`src/rtl/rpn_pkg.sv`:
```
// Shared definitions for the RPN calculator control path: command codes,
// sequencer state encoding and default geometry.
package rpn_pkg;

    localparam int DATA_W_DEF = 8;
    localparam int DEPTH_DEF  = 8;
    localparam int ADDR_W_DEF = 3;

    localparam logic [1:0] CMD_PUSH = 2'b00;
    localparam logic [1:0] CMD_ADD  = 2'b01;
    localparam logic [1:0] CMD_SUB  = 2'b10;
    localparam logic [1:0] CMD_MUL  = 2'b11;

    typedef enum logic [2:0] {
        ST_IDLE = 3'd0,
        ST_PUSH = 3'd1,
        ST_RD_B = 3'd2,
        ST_RD_A = 3'd3,
        ST_EXEC = 3'd4,
        ST_WB   = 3'd5
    } state_e;

endpackage

```
`src/rtl/rpn_key_sync.sv`:
```
// Two-flop synchronizer for an active-low key with a one-cycle press pulse;
// resets to the released level so no spurious event follows reset.
module rpn_key_sync (
    input  logic clk,
    input  logic reset,
    input  logic key_n,
    output logic evt
);

    logic s1_q, s1_d;
    logic s2_q, s2_d;
    logic s2_prev_q, s2_prev_d;

    // Shift the key through the synchronizer and keep one cycle of history.
    always_comb begin
        s1_d      = key_n;
        s2_d      = s1_q;
        s2_prev_d = s2_q;
    end

    // Synchronizer and history flops.
    always_ff @(posedge clk) begin
        if (reset) begin
            s1_q      <= 1'b1;
            s2_q      <= 1'b1;
            s2_prev_q <= 1'b1;
        end else begin
            s1_q      <= s1_d;
            s2_q      <= s2_d;
            s2_prev_q <= s2_prev_d;
        end
    end

    assign evt = s2_prev_q & ~s2_q;

endmodule

```
`src/rtl/rpn_sequencer.sv`:
```
// Control FSM for the RPN calculator: turns enter-key events and the switch
// word into stack RAM accesses and ALU operations, tracking sp and top.
module rpn_sequencer
    import rpn_pkg::*;
#(
    parameter int DATA_W = DATA_W_DEF,
    parameter int DEPTH  = DEPTH_DEF,
    parameter int ADDR_W = ADDR_W_DEF
) (
    input  logic              CLOCK_50,
    input  logic              reset,
    input  logic              enter_n,
    input  logic [DATA_W+1:0] sw,
    output logic              mem_we,
    output logic [ADDR_W-1:0] mem_addr,
    output logic [DATA_W-1:0] mem_wdata,
    input  logic [DATA_W-1:0] mem_rdata,
    output logic [1:0]        alu_op,
    output logic [DATA_W-1:0] alu_a,
    output logic [DATA_W-1:0] alu_b,
    input  logic [DATA_W-1:0] alu_y,
    output logic [DATA_W-1:0] top,
    output logic [ADDR_W:0]   depth,
    output logic              busy,
    output logic              done,
    output logic              err_under,
    output logic              err_full
);

    localparam logic [ADDR_W:0]   SP_ONE    = (ADDR_W+1)'(32'd1);
    localparam logic [ADDR_W:0]   SP_TWO    = (ADDR_W+1)'(32'd2);
    localparam logic [ADDR_W:0]   SP_FULL   = (ADDR_W+1)'(DEPTH);
    localparam logic [ADDR_W-1:0] ADDR_ONE  = ADDR_W'(32'd1);
    localparam logic [ADDR_W-1:0] ADDR_TWO  = ADDR_W'(32'd2);

    logic              enter_evt_s;
    state_e            state_q, state_d;
    logic [ADDR_W:0]   sp_q, sp_d;
    logic [DATA_W-1:0] top_q, top_d;
    logic [DATA_W-1:0] opnd_q, opnd_d;
    logic [DATA_W-1:0] a_q, a_d;
    logic [DATA_W-1:0] b_q, b_d;
    logic [1:0]        cmd_q, cmd_d;
    logic              done_q, done_d;
    logic              err_under_q, err_under_d;
    logic              err_full_q, err_full_d;

    rpn_key_sync u_enter_sync (
        .clk   (CLOCK_50),
        .reset (reset),
        .key_n (enter_n),
        .evt   (enter_evt_s)
    );

    // State and datapath registers.
    always_ff @(posedge CLOCK_50) begin
        if (reset) begin
            state_q     <= ST_IDLE;
            sp_q        <= '0;
            top_q       <= '0;
            opnd_q      <= '0;
            a_q         <= '0;
            b_q         <= '0;
            cmd_q       <= 2'b00;
            done_q      <= 1'b0;
            err_under_q <= 1'b0;
            err_full_q  <= 1'b0;
        end else begin
            state_q     <= state_d;
            sp_q        <= sp_d;
            top_q       <= top_d;
            opnd_q      <= opnd_d;
            a_q         <= a_d;
            b_q         <= b_d;
            cmd_q       <= cmd_d;
            done_q      <= done_d;
            err_under_q <= err_under_d;
            err_full_q  <= err_full_d;
        end
    end

    // Next-state and datapath update; events outside IDLE are dropped.
    always_comb begin
        state_d     = state_q;
        sp_d        = sp_q;
        top_d       = top_q;
        opnd_d      = opnd_q;
        a_d         = a_q;
        b_d         = b_q;
        cmd_d       = cmd_q;
        done_d      = 1'b0;
        err_under_d = err_under_q;
        err_full_d  = err_full_q;
        case (state_q)
            ST_IDLE: begin
                if (enter_evt_s) begin
                    cmd_d       = sw[DATA_W+1:DATA_W];
                    opnd_d      = sw[DATA_W-1:0];
                    err_under_d = 1'b0;
                    err_full_d  = 1'b0;
                    if (sw[DATA_W+1:DATA_W] == CMD_PUSH) begin
                        if (sp_q == SP_FULL) begin
                            err_full_d = 1'b1;
                        end else begin
                            state_d = ST_PUSH;
                        end
                    end else begin
                        if (sp_q < SP_TWO) begin
                            err_under_d = 1'b1;
                        end else begin
                            state_d = ST_RD_B;
                        end
                    end
                end else begin
                    state_d = ST_IDLE;
                end
            end
            ST_PUSH: begin
                sp_d    = sp_q + SP_ONE;
                top_d   = opnd_q;
                done_d  = 1'b1;
                state_d = ST_IDLE;
            end
            ST_RD_B: begin
                state_d = ST_RD_A;
            end
            ST_RD_A: begin
                b_d     = mem_rdata;
                state_d = ST_EXEC;
            end
            ST_EXEC: begin
                a_d     = mem_rdata;
                state_d = ST_WB;
            end
            ST_WB: begin
                sp_d    = sp_q - SP_ONE;
                top_d   = alu_y;
                done_d  = 1'b1;
                state_d = ST_IDLE;
            end
            default: begin
                state_d = ST_IDLE;
            end
        endcase
    end

    // RAM port drive; a write is suppressed in the cycle reset is asserted.
    always_comb begin
        mem_we    = 1'b0;
        mem_addr  = '0;
        mem_wdata = '0;
        case (state_q)
            ST_PUSH: begin
                mem_we    = ~reset;
                mem_addr  = sp_q[ADDR_W-1:0];
                mem_wdata = opnd_q;
            end
            ST_RD_B: begin
                mem_addr = sp_q[ADDR_W-1:0] - ADDR_ONE;
            end
            ST_RD_A: begin
                mem_addr = sp_q[ADDR_W-1:0] - ADDR_TWO;
            end
            ST_WB: begin
                mem_we    = ~reset;
                mem_addr  = sp_q[ADDR_W-1:0] - ADDR_TWO;
                mem_wdata = alu_y;
            end
            default: begin
                mem_we = 1'b0;
            end
        endcase
    end

    assign alu_op    = cmd_q;
    assign alu_a     = a_q;
    assign alu_b     = b_q;
    assign top       = top_q;
    assign depth     = sp_q;
    assign busy      = (state_q != ST_IDLE);
    assign done      = done_q;
    assign err_under = err_under_q;
    assign err_full  = err_full_q;

endmodule

```
`config.mk`:
```
export PLATFORM = sky130hd
export DESIGN_NAME = rpn_sequencer
export DESIGN_NICKNAME = d
export VERILOG_FILES = /design/src/rtl/rpn_pkg.sv /design/src/rtl/rpn_key_sync.sv /design/src/rtl/rpn_sequencer.sv
export SDC_FILE = /design/constraint.sdc
export NUM_CORES = 1
export LEC_CHECK = 0
export CORE_UTILIZATION = 47
export DETAILED_ROUTE_END_ITERATION = 12
export PLACE_DENSITY = 0.94
export SETUP_SLACK_MARGIN = 0.05
export SYNTH_ARGS = -nofsm -noshare
export SYNTH_HDL_FRONTEND = slang
export SYNTH_HIERARCHICAL = 1
export SYNTH_SLANG_ARGS = --single-unit
```
`constraint.sdc`:
```
create_clock -name CLOCK_50 -period 3.35 [get_ports CLOCK_50]
set_clock_uncertainty 0.15 [all_clocks]
set_input_delay 0.5025 -clock CLOCK_50 [delete_from_list [all_inputs] [get_ports CLOCK_50]]
set_output_delay 0.5025 -clock CLOCK_50 [all_outputs]
set_load 0.02 [all_outputs]
```
[After elaboration in Yosys (flattened, before gate mapping)]
Index checks and enable logic that the tools add are counted.
Word-level totals
  ROM bits: 0
  latch bits: 0
  register bits after elaboration: 47
  output and inout port bits: 46
  logic and storage cells: 52
  bits in writable memories: 0
  input port bits: 29
  memories: 0
Operators by class
  equality and inequality tests: 8
  shift operators: 0
  $add $sub $neg: 4
  divide/modulo/power cells: 0
  bitwise operators: 3
  $lt $le $gt $ge: 1
  mux-type cells: 15
  reductions and logical operators: 8
  multipliers: 0
Operators with widths (number)
  $pmux 8 s2: 2
  $mux 3: 4
  $pmux 3 s4: 1
  $pmux 3 s3: 1
  $ne 4x4->1 const B: 2
  $pmux 4 s2: 1
  $eq 3x2->1 const B: 2
  $eq 3x3->1 const B: 2
  $mux 1: 6
  $add 4x1->4 const B: 1
  $eq 4x4->1 const B: 1
  $lt 4x2->1 const B: 1
  $reduce_and 2->1: 2
  $reduce_or 2->1: 2
  $sub 4x1->4 const B: 1
  $eq 3x1->1 const B: 1
  $logic_not 3->1: 1
  $reduce_bool 3->1: 1
  $sub 3x1->3 const B: 1
  $sub 3x2->3 const B: 1
  $logic_not 2->1: 1
  $not 1->1: 2
  $reduce_bool 2->1: 1
  $and 1x1->1: 1

[Longest topological paths before layout]
  depth after elaboration: 5
  gate-level depth with buffers: 8
  mapped depth without buffers: 7

[Cells and area by module]
Netlist, hierarchy kept.
Modules (own cells, without submodules)
  rpn_sequencer: instances 1, sequential area each 880.8 sq um, area each 1948.1 sq um, cells an instance 225
  rpn_key_sync: instances 1, sequential area each 60.1 sq um, area each 85.1 sq um, cells an instance 7

[Worst setup path before layout]
Ideal clock, no wire load.
  kind: reg2out
  start point: register sp_q[1], in the netlist depth[1]
  end point: output mem_addr[2]
  cell stages (with the launch flop): 7
  path slack: 988 ps
  path buffers: 1
  data required time: 2697 ps
  arrival time: 1710 ps
  path through: dfxtp_1 > clkbuf_1 > inv_1 > ha_1 > xnor2_1 > o21ba_2 > a31oi_1
Between the ends
  word-level cells in the longest chain between the ends: 2
  elaborated cells between the ends (all ways): 3
  classes of those cells: add/sub (2); mux (1)
RTL lines
  from (decl): RTL line rpn_sequencer.sv:38  | logic [ADDR_W:0] sp_q, sp_d;
  from (signal assigned): RTL line rpn_sequencer.sv:70  | sp_q <= sp_d;
  $sub 3x2->3 or $sub 3x1->3 (tied branches): RTL line rpn_sequencer.sv:162, rpn_sequencer.sv:166, rpn_sequencer.sv:159
  $pmux 3 s3 *: RTL line rpn_sequencer.sv:152  | case (state_q)
  to (decl): RTL line rpn_sequencer.sv:15  | output logic [ADDR_W-1:0] mem_addr,
Every way passes the cells marked *; elsewhere a longest branch is shown, timed or not.

[Worst setup path in the final report]
  start point: register state_q[2]
  end point: output mem_addr[1]
Between the ends
  word-level cells in the longest chain between the ends: 3
  elaborated cells between the ends (all ways): 6
  classes of those cells: eq/ne (4); mux (1); reduce/logical (1)
RTL lines
  from (decl): RTL line rpn_sequencer.sv:37  | state_e state_q, state_d;
  from (signal assigned): RTL line rpn_sequencer.sv:69  | state_q <= state_d;
  $eq 3x3->1 or $eq 3x2->1 (tied branches): RTL line rpn_sequencer.sv:152
  $reduce_or 2->1 (no line)
  $pmux 3 s3 *: RTL line rpn_sequencer.sv:152
Marks and branches as above.

==> impl_metrics.toml <==
[power]
ir_worst_vdd_mv = 0.301
p_leak_nw = 1.03
p_clk_frac = 0.318
combPwrFrac = 0.117
power_mw = 1.03
p_sw_frac = 0.246
intPower_mw = 0.777
power_density_nw_per_um2 = 359
p_sw_mw = 0.253
power_frac_seq = 0.565

[floorplan]
ios = 75
coreArea_um2 = 4090
num_rows = 23
fp.dieH_um = 67.8
die_area_um2 = 4590
fp.dieW_um = 67.8
initial_core_util = 0.498

[cts]
clockRootBuffer = "clkbuf_8"
clkTransAtPathRegs_ns = 0.08
postCtsSetupBuffers = 0
cts_resized = 0
clockBufferDepth = 2
cts_hold_buf = 0
htreeDepth = 2
cts_num_sinks = 47
cts_inserted_buffers = 5
cts_tree = "yes"
insertion_delay_ns = 0.30

[global_route]
grt.overflow.total = 0
grt_use_met3 = 0.0861
grt_pass1_vias = 1765
grt_usage = 0.235
antenna_found_initial = 0
grtUsageMet1 = 0.285
grt-busiest-layer = "met2"
grt_pass1_wl_um = 8070
grt_max_degree = 50
use_met2 = 0.384

[drt]
vias = 1863
drtPass1Iterations = 4
drtAntennaViolNets = 0
wl_um = 5080
wl_per_cell_um = 14.6
viasPerCell = 5.35
drtIter0Drc = 141
drc = 0

[worst_setup_path]
timing.rr.end = "err_under$_SDFFE_PP0P_"
cp-start-kind = "flip-flop"
worstPathArrival_ns = 2.36
path_max_fanout = 26
timing.rr.start = "state_q[2]$_SDFFE_PP0P_"
reg2reg_depth = 3
path_class = "reg -> out"
required_ns = 2.70
end_kind = "output pin"
ff2ff_setup_slack_ns = 0.87

[finish]
nFillCells = 316
multiInputGateArea_um2 = 1010
ff_latch_area_um2 = 941
utilization = 0.702
layout.nets = 330
fin_area_um2 = 2870
final_common_cell = "clkdlybuf4s50_1"
diodes = 0
area_growth_pct = 41.1
final_cell_mix = "clkdlybuf4s50_1, dfxtp_1, nor2_1, nand2_1, mux2i_1"
fin_cells = 348
drive_above_1_share = 0.0570

[hold_path]
hold_depth = 1
min_path_type = "reg -> reg"
hold_path_end = "u_enter_sync/s2_prev_d$_SDFF_PP1_"
hp-start = "u_enter_sync/s1_q$_SDFF_PP1_"

[flow_run]
maxCapViolations = 0

[sta]
finalCriticalPeriod_ns = 3.01
rsz0062_at_grt = "no"
setup_viol = 0
fmax_ghz = 0.332
slew_headroom = 0.333
finalCritPeriodShare = 0.899
hold_viol = 0
worst_pin_slew_ns = 0.999
finalMaxSlewViolations = 0
tns_ns = 0

[yosys]
syn-instance-count = 232
ys_types = 35
ys_async_sr_fraction = 0
ys_seq_elements = 47
syn-cell-area_um2 = 2030
avgSynthCellArea_um2 = 8.76
ys.flop_type = "dfxtp_1"
synth_warnings = 6
synth_edf_count = 0
synth_fp_nets = 264
yosysSeqAreaShare = 0.463

[status]
outcome = "finished, final reports clean"

[placed_design]
dp.cells = 341
gp_congestion = 0.762
placed_area_um2 = 2790
hpwl_um = 3570
portBuffers = 74
critical path, stage by stage (launching register included):
cell	delay (ns)
dfxtp_1	0.99
xor2_1	0.23
o211ai_1	0.10
o31ai_1	0.10
clkdlybuf4s50_1	0.64
metrics by stage:
stage | setup slack [ns] | hold slack [ns]
5_1_grt | 0.139 | 0.293
2_1_floorplan | 0.988 | 0.235
4_1_cts | 0.317 | 0.273
3_5_place_dp | 0.655 | 0.252
6_report | 0.339 | 0.264
3_3_place_gp | 0.688 | 0.250
area by class of cell:
| class | count | area share |
|---|---|---|
| inverter | 3 | 0.00392 |
| clock inverter | 2 | 0.00480 |
| multi-input combinational | 164 | 0.353 |
| timing repair buffer | 77 | 0.264 |
| clock buffer | 5 | 0.0240 |
| tap | 50 | 0.0218 |
| sequential | 47 | 0.328 |
per-layer routing:
| metal | vias to the layer above | share of wire |
|---|---|---|
| met4 | 0 | 0.016 |
| met2 | 67 | 0.50 |
| li1 | 918 | - |
| met5 | - | 0 |
| met1 | 872 | 0.39 |
| met3 | 6 | 0.087 |
cell families (layout without fill, tap and decap cells):
family / after synthesis / in the layout / synth area share
adders and majority gates: 3 / 3 / 0.0185
buffers and inverters: 21 / 87 / 0.0412
and+or+nand+nor: 92 / 92 / 0.215
muxes: 26 / 26 / 0.129
xor gates and xnor gates: 3 / 3 / 0.0129
AOI/OAI and AO/OA: 40 / 40 / 0.121
DFF: 47 / 47 / 0.463
worst max-delay path by stage:
stage | from | to | slack [ns]
after floorplan | depth[1]$_SDFFE_PP0P_ | mem_addr[2] | 0.99
after global placement | state_q[2]$_SDFFE_PP0P_ | mem_addr[2] | 0.69
after detailed placement | state_q[2]$_SDFFE_PP0P_ | mem_addr[1] | 0.65
after CTS | state_q[2]$_SDFFE_PP0P_ | mem_addr[1] | 0.32
after global routing | state_q[2]$_SDFFE_PP0P_ | mem_addr[2] | 0.14
final | state_q[2]$_SDFFE_PP0P_ | mem_addr[1] | 0.34
synth_stat cells (4+ instances only):
cell type | count | area share
a211oi_1 | 9 | 0.033
a21oi_1 | 18 | 0.044
buf_2 | 4 | 0.0098
clkbuf_1 | 12 | 0.022
dfxtp_1 | 47 | 0.46
mux2i_1 | 24 | 0.12
nand2_1 | 29 | 0.054
nor2_1 | 38 | 0.070
nor2b_1 | 5 | 0.015
nor3b_1 | 4 | 0.015
o21ai_0 | 4 | 0.0098
power by group through the flow:
| stage | Clock [mW] | Combinational, mW | Sequential [mW] |
|---|---|---|---|
| final | 0.328 | 0.120 | 0.582 |
| after global routing | 0.358 | 0.130 | 0.584 |
| after CTS | 0.329 | 0.121 | 0.582 |
| after detailed placement | 0 | 0.120 | 0.595 |
| after global placement | 0 | 0.118 | 0.594 |
| after floorplan | 0 | 0.0497 | 0.598 |
registers in the layout, summed over array words and instances (netlist names), 2 cells and up:
signal   flops
top          8
opnd_q       8
alu_b        8
depth        4
state_q      3
alu_op       2
alu_a        8
Power figures use the tool's default switching activity.
